### src/rtl/fp_pkg.sv
// Shared floating-point helpers: operand classes, flag bit ordering and
// width-generic derivations of the bias, infinity and quiet-NaN patterns.
package fp_pkg;

    // Operand classification after subnormal flush.
    typedef enum logic [1:0] {
        CLS_ZERO = 2'd0,
        CLS_NORM = 2'd1,
        CLS_INF  = 2'd2,
        CLS_NAN  = 2'd3
    } fp_class_e;

    // Bit positions inside the internal flag vector.
    localparam int FLAG_INEXACT   = 0;
    localparam int FLAG_INVALID   = 1;
    localparam int FLAG_UNDERFLOW = 2;
    localparam int FLAG_OVERFLOW  = 3;
    localparam int FLAG_W         = 4;

    // Exponent bias for a given exponent width.
    function automatic int fp_bias(input int exp_w);
        return (1 << (exp_w - 1)) - 1;
    endfunction

    // Signed infinity, right-aligned in 64 bits; callers truncate to DATA_W.
    function automatic logic [63:0] fp_inf(input logic sign, input int exp_w, input int man_w);
        logic [63:0] v;
        v = ((64'd1 << exp_w) - 64'd1) << man_w;
        v = v | ({63'd0, sign} << (exp_w + man_w));
        return v;
    endfunction

    // Canonical quiet NaN: positive, all-ones exponent, fraction MSB set.
    function automatic logic [63:0] fp_qnan(input int exp_w, input int man_w);
        return (((64'd1 << exp_w) - 64'd1) << man_w) | (64'd1 << (man_w - 1));
    endfunction

    // Classify from exponent/fraction summaries; subnormals count as zero.
    function automatic fp_class_e fp_classify(input logic exp_ones, input logic exp_zero,
                                              input logic frac_zero);
        if (exp_ones) return frac_zero ? CLS_INF : CLS_NAN;
        if (exp_zero) return CLS_ZERO;
        return CLS_NORM;
    endfunction

endpackage

### src/rtl/fp_round_rne.sv
// Combinational round-to-nearest-even of a normalised mantissa with
// guard/round/sticky bits; renormalises when rounding carries out.
module fp_round_rne #(
    parameter int EXP_W = 8,
    parameter int MAN_W = 23
) (
    input  logic [MAN_W:0]         mant_in,
    input  logic                   guard,
    input  logic                   round,
    input  logic                   sticky,
    input  logic signed [EXP_W+1:0] exp_in,
    output logic [MAN_W:0]         mant_out,
    output logic signed [EXP_W+1:0] exp_out,
    output logic                   carry
);

    localparam logic signed [EXP_W+1:0] ONE_X = (EXP_W + 2)'(1);

    logic             inc;
    logic [MAN_W+1:0] sum;

    // Increment on a tie only when the kept LSB is odd; a carry-out means the
    // mantissa became 10.000..., so shift it back and bump the exponent.
    always_comb begin
        inc   = guard & (round | sticky | mant_in[0]);
        sum   = {1'b0, mant_in} + {{(MAN_W + 1){1'b0}}, inc};
        carry = sum[MAN_W+1];
        if (carry) begin
            mant_out = sum[MAN_W+1:1];
            exp_out  = exp_in + ONE_X;
        end else begin
            mant_out = sum[MAN_W:0];
            exp_out  = exp_in;
        end
    end

endmodule

### src/rtl/fp_mul_ext.sv
// Pipelined IEEE-style multiplier with RNE rounding, flush-to-zero and
// overflow/underflow/invalid/inexact flags. Four stages feed an output
// register, so a result appears four edges after its operands are taken.
//
// Handshake: a transfer happens on an edge where valid & ready are both 1.
// The whole pipeline advances together unless the output holds an unread
// result (out_valid & !out_ready); in_ready is exactly that advance enable,
// so operands are never taken while a stall is in effect and nothing held
// inside the pipeline is overwritten.
module fp_mul_ext
    import fp_pkg::*;
#(
    parameter int EXP_W = 8,
    parameter int MAN_W = 23,
    localparam int DATA_W = 1 + EXP_W + MAN_W
) (
    input  logic              clk,
    input  logic              rst,
    input  logic              in_valid,
    output logic              in_ready,
    input  logic [DATA_W-1:0] op_a,
    input  logic [DATA_W-1:0] op_b,
    output logic              out_valid,
    input  logic              out_ready,
    output logic [DATA_W-1:0] res,
    output logic              overflow,
    output logic              underflow,
    output logic              invalid,
    output logic              inexact
);

    localparam int PROD_W = 2 * MAN_W + 2;
    localparam int XW     = EXP_W + 2;
    localparam logic signed [XW-1:0] BIAS_X    = XW'(fp_bias(EXP_W));
    localparam logic signed [XW-1:0] EXP_LIM_X = XW'((1 << EXP_W) - 1);
    localparam logic signed [XW-1:0] ONE_X     = XW'(1);
    localparam logic signed [XW-1:0] ZERO_X    = '0;
    localparam logic [DATA_W-1:0]    QNAN      = DATA_W'(fp_qnan(EXP_W, MAN_W));

    logic adv;
    assign adv      = !(out_valid && !out_ready);
    assign in_ready = adv;

    // ---------------- stage 1: operand capture and classification ----------
    fp_class_e        cls_a_in, cls_b_in;
    logic             snan_in;
    logic             v1, sign1, snan1;
    fp_class_e        cls_a1, cls_b1;
    logic [EXP_W-1:0] ea1, eb1;
    logic [MAN_W:0]   ma1, mb1;

    // Classify operands at the ports; a NaN with fraction MSB clear is signalling.
    always_comb begin
        cls_a_in = fp_classify(&op_a[DATA_W-2:MAN_W], ~|op_a[DATA_W-2:MAN_W], ~|op_a[MAN_W-1:0]);
        cls_b_in = fp_classify(&op_b[DATA_W-2:MAN_W], ~|op_b[DATA_W-2:MAN_W], ~|op_b[MAN_W-1:0]);
        snan_in  = (cls_a_in == CLS_NAN && !op_a[MAN_W-1]) ||
                   (cls_b_in == CLS_NAN && !op_b[MAN_W-1]);
    end

    // ---------------- stage 2: special cases, product, exponent -----------
    logic                    spec_n;
    logic [DATA_W-1:0]       spec_res_n;
    logic [FLAG_W-1:0]       spec_flags_n;
    logic [PROD_W-1:0]       prod_n;
    logic signed [XW-1:0]    exp_n;
    logic                    v2, sign2, spec2;
    logic [DATA_W-1:0]       spec_res2;
    logic [FLAG_W-1:0]       spec_flags2;
    logic [PROD_W-1:0]       prod2;
    logic signed [XW-1:0]    exp2;

    // Resolve non-arithmetic results early so they ride along the pipe unchanged.
    always_comb begin
        spec_n       = 1'b1;
        spec_res_n   = '0;
        spec_flags_n = '0;
        if (cls_a1 == CLS_NAN || cls_b1 == CLS_NAN) begin
            spec_res_n                 = QNAN;
            spec_flags_n[FLAG_INVALID] = snan1;
        end else if ((cls_a1 == CLS_ZERO && cls_b1 == CLS_INF) ||
                     (cls_a1 == CLS_INF && cls_b1 == CLS_ZERO)) begin
            spec_res_n                 = QNAN;
            spec_flags_n[FLAG_INVALID] = 1'b1;
        end else if (cls_a1 == CLS_INF || cls_b1 == CLS_INF) begin
            spec_res_n = DATA_W'(fp_inf(sign1, EXP_W, MAN_W));
        end else if (cls_a1 == CLS_ZERO || cls_b1 == CLS_ZERO) begin
            spec_res_n = {sign1, {(DATA_W - 1){1'b0}}};
        end else begin
            spec_n = 1'b0;
        end
        prod_n = PROD_W'(ma1) * PROD_W'(mb1);
        exp_n  = $signed({2'b00, ea1}) + $signed({2'b00, eb1}) - BIAS_X;
    end

    // ---------------- stage 3: normalisation -----------------------------
    logic [PROD_W-1:0]    norm_n;
    logic signed [XW-1:0] exp_norm_n;
    logic                 v3, sign3, spec3, g3, r3, s3;
    logic [DATA_W-1:0]    spec_res3;
    logic [FLAG_W-1:0]    spec_flags3;
    logic [MAN_W:0]       mant3;
    logic signed [XW-1:0] exp3;

    // The product of two 1.x significands lies in [1,4); align the leading one to the MSB.
    always_comb begin
        if (prod2[PROD_W-1]) begin
            norm_n     = prod2;
            exp_norm_n = exp2 + ONE_X;
        end else begin
            norm_n     = {prod2[PROD_W-2:0], 1'b0};
            exp_norm_n = exp2;
        end
    end

    // ---------------- stage 4: rounding ----------------------------------
    logic [MAN_W:0]       mant_r;
    logic signed [XW-1:0] exp_r;
    logic                 carry_r;
    logic                 unused_rnd;
    logic                 v4, sign4, spec4, inexact4;
    logic [DATA_W-1:0]    spec_res4;
    logic [FLAG_W-1:0]    spec_flags4;
    logic [MAN_W-1:0]     mant4;
    logic signed [XW-1:0] exp4;

    fp_round_rne #(.EXP_W(EXP_W), .MAN_W(MAN_W)) u_round (
        .mant_in  (mant3),
        .guard    (g3),
        .round    (r3),
        .sticky   (s3),
        .exp_in   (exp3),
        .mant_out (mant_r),
        .exp_out  (exp_r),
        .carry    (carry_r)
    );

    // The hidden bit and the carry are already folded into exp_r.
    assign unused_rnd = carry_r ^ mant_r[MAN_W];

    // ---------------- output: range checks and packing -------------------
    logic [DATA_W-1:0] res_n;
    logic [FLAG_W-1:0] flags_n;
    logic [FLAG_W-1:0] flags_q;

    // Special results bypass the range checks; otherwise saturate to inf or flush to zero.
    always_comb begin
        res_n                 = {sign4, exp4[EXP_W-1:0], mant4};
        flags_n               = '0;
        flags_n[FLAG_INEXACT] = inexact4;
        if (spec4) begin
            res_n   = spec_res4;
            flags_n = spec_flags4;
        end else if (exp4 >= EXP_LIM_X) begin
            res_n                   = DATA_W'(fp_inf(sign4, EXP_W, MAN_W));
            flags_n[FLAG_OVERFLOW]  = 1'b1;
            flags_n[FLAG_INEXACT]   = 1'b1;
        end else if (exp4 <= ZERO_X) begin
            res_n                   = {sign4, {(DATA_W - 1){1'b0}}};
            flags_n[FLAG_UNDERFLOW] = 1'b1;
            flags_n[FLAG_INEXACT]   = 1'b1;
        end
    end

    // Valid chain and output register; reset discards everything in flight.
    always_ff @(posedge clk) begin
        if (rst) begin
            v1        <= 1'b0;
            v2        <= 1'b0;
            v3        <= 1'b0;
            v4        <= 1'b0;
            out_valid <= 1'b0;
            res       <= '0;
            flags_q   <= '0;
        end else if (adv) begin
            v1        <= in_valid;
            v2        <= v1;
            v3        <= v2;
            v4        <= v3;
            out_valid <= v4;
            if (v4) begin
                res     <= res_n;
                flags_q <= flags_n;
            end
        end
    end

    // Datapath registers advance in lock-step with the valid chain.
    always_ff @(posedge clk) begin
        if (adv) begin
            sign1       <= op_a[DATA_W-1] ^ op_b[DATA_W-1];
            cls_a1      <= cls_a_in;
            cls_b1      <= cls_b_in;
            snan1       <= snan_in;
            ea1         <= op_a[DATA_W-2:MAN_W];
            eb1         <= op_b[DATA_W-2:MAN_W];
            ma1         <= {1'b1, op_a[MAN_W-1:0]};
            mb1         <= {1'b1, op_b[MAN_W-1:0]};

            sign2       <= sign1;
            spec2       <= spec_n;
            spec_res2   <= spec_res_n;
            spec_flags2 <= spec_flags_n;
            prod2       <= prod_n;
            exp2        <= exp_n;

            sign3       <= sign2;
            spec3       <= spec2;
            spec_res3   <= spec_res2;
            spec_flags3 <= spec_flags2;
            mant3       <= norm_n[PROD_W-1 -: MAN_W+1];
            g3          <= norm_n[MAN_W];
            r3          <= norm_n[MAN_W-1];
            s3          <= |norm_n[MAN_W-2:0];
            exp3        <= exp_norm_n;

            sign4       <= sign3;
            spec4       <= spec3;
            spec_res4   <= spec_res3;
            spec_flags4 <= spec_flags3;
            mant4       <= mant_r[MAN_W-1:0];
            exp4        <= exp_r;
            inexact4    <= g3 | r3 | s3;
        end
    end

    assign overflow  = flags_q[FLAG_OVERFLOW];
    assign underflow = flags_q[FLAG_UNDERFLOW];
    assign invalid   = flags_q[FLAG_INVALID];
    assign inexact   = flags_q[FLAG_INEXACT];

endmodule
### config.mk
export PLATFORM = sky130hd
export DESIGN_NAME = fp_mul_ext
export DESIGN_NICKNAME = d
export VERILOG_FILES = /design/src/rtl/fp_pkg.sv /design/src/rtl/fp_round_rne.sv /design/src/rtl/fp_mul_ext.sv
export SDC_FILE = /design/constraint.sdc
export NUM_CORES = 2
export LEC_CHECK = 0
export CAP_MARGIN = 0
export CORE_MARGIN = 2
export CORE_UTILIZATION = 50
export CTS_CLUSTER_SIZE = 10
export DETAILED_ROUTE_END_ITERATION = 8
export PLACE_DENSITY = 0.72
export SYNTH_ARGS = -nofsm -noshare
export SYNTH_HDL_FRONTEND = slang
export SYNTH_SLANG_ARGS = --single-unit
### constraint.sdc
create_clock -name clk -period 7.6 [get_ports clk]
set_input_delay 1.52 -clock clk [delete_from_list [all_inputs] [get_ports clk]]
set_output_delay 1.52 -clock clk [all_outputs]
set_load 0.01 [all_outputs]
Word level (Yosys, flattened, before mapping)
Cells that the tools add are included.

storage, ports and cells
  bits in registers = 343
  memories = 0
  memory bits (read-only) = 0
  input bits = 68
  bits in latches = 0
  bits in writable memories = 0
  output and inout port bits = 38
  logic and storage cells = 122

operators by class
  multiplexer cells = 36
  reduce and logical (&&, ||, !) cells = 26
  shift-type cells = 0
  equal/unequal tests = 6
  add/subtract/negate cells = 5
  order comparisons = 2
  bitwise logic cells = 7
  div/mod/pow operators = 0
  $mul = 1

operator list
  kind                                                                count
  two-way mux 32 bit                                                  3
  two-way mux 31 bit                                                  2
  multiplier 24 x 24 -> 48 bit                                        1
  two-way mux 47 bit                                                  1
  OR reduction 23 bit                                                 2
  adder 24 x 1 -> 25 bit                                              1
  two-way mux 23 bit                                                  1
  OR reduction 22 bit                                                 1
  adder 10 x 2 -> 10 bit, second input constant                       2
  two-way mux 10 bit                                                  2
  two-way mux 1 bit                                                   18
  two-way mux 2 bit                                                   9
  AND reduction 8 bit                                                 2
  OR reduction 8 bit                                                  2
  == test 2 bit, second input constant                                6
  greater-or-equal comparator 10 x 9 -> 1 bit, second input constant  1
  less-or-equal comparator 10 x 1 -> 1 bit, second input constant     1
  subtractor 9 x 7 -> 10 bit, second input constant                   1
  adder 8 x 8 -> 9 bit                                                1
  logical AND 1 bit                                                   5
  logical OR 1 bit                                                    5
  zero test 1 bit                                                     4
  zero test 2 bit                                                     2
  bitwise OR 1 bit                                                    4
  other kinds (6)                                                     6

Depth between registers and ports, before layout
  depth after elaboration = 9
  gate-level depth with buffers = 26
  gate-level depth less buffers = 24

By module
From an unflattened synthesis, not the netlist that was laid out.

unflattened totals
  cell total of the unflattened synthesis = 2833
  area total of the unflattened synthesis = 29017.8 um^2

modules (own cells, without submodules)
  module        cells an instance  seq. area each (um^2)  times used  area each (um^2)
  fp_mul_ext    2694               7277.0                 1           28036.9
  fp_round_rne  139                0.0                    1           980.9

Least setup slack after synthesis
Ideal clock, no wire load.

  kind = flip-flop to flip-flop
  start = register ma1[21]
  end = register prod2[47], data pin
  buffers on the path = 2
  library setup time = 0.266 ns
  period minus slack after synthesis = 6.573 ns
  path slack = 1.027 ns
  cell stages (with the launch flop) = 25
  arrival = 6.307 ns
  cells stage by stage = edfxtp_1 clkbuf_1 nand2_1 fa_1 inv_1 fa_1 inv_1 fa_1 inv_1 fa_1 fa_1 fa_1 inv_1 fa_1 inv_1 ha_1 buf_2 nand2_1 a21oi_1 nor2_1 nor4b_1 nor2_1 or4_4 a21oi_1 o221ai_2

between the ends
  word-level cells in the longest chain between the ends = 1

ends and longest elaborated chain
  element                       line               RTL
  start, declared               fp_mul_ext.sv:50   logic [MAN_W:0] ma1, mb1;
  start signal, assigned        fp_mul_ext.sv:196  ma1 <= {1'b1, op_a[MAN_W-1:0]};
  multiplier 24 x 24 -> 48 bit  fp_mul_ext.sv:91   prod_n = PROD_W'(ma1) * PROD_W'(mb1);
  net prod_n[47]                fp_mul_ext.sv:64   logic [PROD_W-1:0] prod_n;
  end signal, assigned          fp_mul_ext.sv:203  prod2 <= prod_n;
  end, declared                 fp_mul_ext.sv:69   logic [PROD_W-1:0] prod2;

The timed path passes the listed nets, and every way through them passes these cells.
A chain may end at the register's enable or synchronous reset.

Final worst setup path
  start = register mb1[1]
  end = register prod2[47], data pin

between the ends
  word-level cells in the longest chain between the ends = 1

ends and longest elaborated chain
  element                       line               RTL
  start, declared               fp_mul_ext.sv:50
  start signal, assigned        fp_mul_ext.sv:197  mb1 <= {1'b1, op_b[MAN_W-1:0]};
  multiplier 24 x 24 -> 48 bit  fp_mul_ext.sv:91
  net prod_n[47]                fp_mul_ext.sv:64

The timed path passes the listed nets, and every way through them passes these cells.

==> flow_summary.json <==
{
  "synth_nets": 3557,
  "fin_crit_ps": 7300,
  "synth_ff_type": "edfxtp_1",
  "ioPinCount": 106,
  "crit_type": "flip-flop to flip-flop",
  "holdCritStartpoint": "spec_res2[31]$_SDFFCE_PP0N_",
  "crit_chain": "and2_1 > fa_1 > fa_1 > inv_1 > fa_1 > inv_1 > fa_1 > inv_1 > fa_1 > inv_1 > fa_1 > inv_1 > fa_1 > inv_1 > ha_1 > a21o_1 > a21o_1 > a21oi_1 > nor2_1 > and3b_1 > or4_4 > a21oi_1 > o221ai_2",
  "cts_setup_buffers": 0,
  "synth_seq_cells": 256,
  "tns_ps": 0,
  "drt.antenna.violating_nets": 0,
  "antenna_found_initial": 2,
  "cts_tree": "yes",
  "fin_crit_sh": 0.960,
  "hold_viol_final": 0,
  "placedCellCount": 3629,
  "slew_viol_final": 0,
  "cts_resized": 0,
  "critPathLaunchType": "flip-flop",
  "slowest_delay_ps": 840,
  "nNetsFinal": 3647,
  "critical_path.most_common_cell": "fa_1",
  "fp.dieW_um": 244,
  "die-area_um2": 59500,
  "final_util": 0.561,
  "routed_wl_um": 69600,
  "cts.sinks": 256,
  "worstReg2RegStart": "mb1[1]$_DFFE_PN_",
  "synth_area_leaders": "fa_1, edfxtp_1, ha_1, inv_1, and2_1",
  "critical-path-top-delay-family": "adder cells",
  "yosysSeqAreaShare": 0.253,
  "synthArstFlopShare": 0,
  "worstReg2RegEnd": "prod2[47]$_DFFE_PN_",
  "gp_congestion": 0.938,
  "min_to": "spec_res3[31]$_DFFE_PN_",
  "r2r_slack_ps": 300,
  "drive_gt1_frac": 0.0585,
  "cap_viol_max_count": 0,
  "coreArea_um2": 56600,
  "grt_max_degree": 179,
  "synth.most_common_cell": "inv_1",
  "hold_path_depth": 0,
  "yosysTopAreaCell": "fa_1",
  "vias": 19679,
  "skew_ps": 40.8,
  "grt_pass1_wl_um": 113000,
  "slew_headroom": 0.188,
  "diodes": 0,
  "arrival_ps": 7610,
  "cts_buffers": 30,
  "fp.dieH_um": 244,
  "synth_top_cell_area_share": 0.336,
  "drtIter0Drc": 1287,
  "grt_pass1_vias": 21524,
  "port_buffers": 105,
  "synthDistinctLibCells": 74,
  "cp_num_buf_inv": 6,
  "rsz0062_at_grt": "no",
  "num_rows": 87,
  "finalNonFillerCells": 3679,
  "area_delta_synth_final_pct": 10.4,
  "clk_pin_slew_ps": 60,
  "drt-pass1-iter-count": 5,
  "h-tree-depth": 1,
  "overflow": 0,
  "hold_buffers": 0,
  "fill_cells": 4908,
  "crit_path_end_kind": "flip-flop",
  "vias_per_cell": 5.35,
  "cp.depth": 23,
  "status": "complete, no violations",
  "hold_class": "flip-flop to flip-flop",
  "r2r_cells": 23,
  "clock_path_buffers": 3,
  "synth-edff-count": 215,
  "synth_warnings": 0,
  "netlist_area_um2": 28800,
  "dp_hpwl_um": 56100,
  "worstSkewPairLatency_ps": 610,
  "clockRootBuffer": "clkbuf_16",
  "max_freq_ghz": 0.137,
  "holdWs_ps": 410,
  "crit_slowest_cell": "edfxtp_1",
  "wl_per_cell_um": 18.9,
  "initial_utilization": 0.508,
  "synthTopCellsByCount": "inv_1, fa_1, nand2_1",
  "worst_pin_slew_ps": 1210,
  "syn-instance-count": 2815,
  "required_ps": 7910,
  "synth.avg_cell_area_um2": 10.2,
  "setup-violations-final": 0,
  "drc": 0,
  "path_max_fanout": 24,
  "track_usage": 0.241
}
flip-flops by register name, summed over array words and instances, names as in the netlist, 2 cells and up:
register   cells
cls_a1         2
exp2          10
spec_res3      3
mb1           23
mant3         24
spec_res2      3
exp4          10
flags_q        4
mant4         23
prod2         48
cls_b1         2
ma1           23
res           32
eb1            8
exp3          10
ea1            8
spec_res4      3
stage by stage:
| step | worst slack, ps | instance area [um2] |
|---|---|---|
| floorplan | 1030 | 28800 |
| global placement | 544 | 30900 |
| detailed placement | 408 | 30900 |
| CTS | 397 | 31800 |
| global route | 34.4 | 31800 |
| finish | 301 | 31800 |
layout by cell type (no fill, tap or decap), types with 5 or more instances in the layout:
| cell | n |
|---|---|
| or2_2 | 6 |
| inv_1 | 595 |
| clkinv_1 | 5 |
| o21a_1 | 6 |
| or4_1 | 8 |
| a21o_1 | 24 |
| o21bai_1 | 16 |
| xor2_1 | 30 |
| clkdlybuf4s50_1 | 105 |
| a22oi_1 | 30 |
| fa_1 | 483 |
| xnor2_1 | 56 |
| a211oi_1 | 5 |
| mux2_2 | 31 |
| and3_1 | 19 |
| o21ai_0 | 18 |
| nor4_1 | 13 |
| ha_1 | 191 |
| clkbuf_16 | 30 |
| nor3_1 | 16 |
| clkbuf_1 | 15 |
| buf_4 | 78 |
| a31oi_1 | 5 |
| a211o_1 | 5 |
| a21oi_1 | 66 |
| nand4_1 | 30 |
| nand3_1 | 24 |
| nand2_1 | 307 |
| nor2_1 | 124 |
| dfxtp_1 | 41 |
| and2_1 | 252 |
| edfxtp_1 | 215 |
routing by layer:
layer	share of wire	track usage
met4	0.046	0.0985
met1	0.40	0.311
met3	0.086	0.0502
met2	0.47	0.398
met5	0.00011	0
cell families after synthesis:
| logic type | count (synthesis) | synth area share |
|---|---|---|
| compound gates | 212 | 0.0510 |
| xor+xnor | 86 | 0.0262 |
| fa+ha+maj | 674 | 0.419 |
| buf+inv | 725 | 0.0953 |
| flops | 256 | 0.253 |
| mux | 35 | 0.0135 |
| simple gates | 827 | 0.142 |
worst max path at each step:
stage                                 start                  end  slack [ps]
after floorplan           ma1[21]$_DFFE_PN_  prod2[47]$_DFFE_PN_        1030
after global placement     mb1[1]$_DFFE_PN_  prod2[47]$_DFFE_PN_         540
after detailed placement   mb1[1]$_DFFE_PN_  prod2[47]$_DFFE_PN_         410
after CTS                  mb1[1]$_DFFE_PN_  prod2[47]$_DFFE_PN_         400
after global routing       mb1[1]$_DFFE_PN_  prod2[43]$_DFFE_PN_          30
final                      mb1[1]$_DFFE_PN_  prod2[47]$_DFFE_PN_         300
area by class of cell:
type | instances | area [um2] | share of cell area
clock buffers | 45 | 807 | 0.0254
clock inverters | 5 | 52.6 | 0.00165
inverters | 598 | 2240 | 0.0706
multi-input cells | 1834 | 18800 | 0.591
flip-flops and latches | 256 | 7280 | 0.229
well taps | 756 | 946 | 0.0298
repair buffers | 185 | 1680 | 0.0528
Power is not shown: default switching activity piles up to over one toggle a cycle in this logic, so the estimate is an artifact.
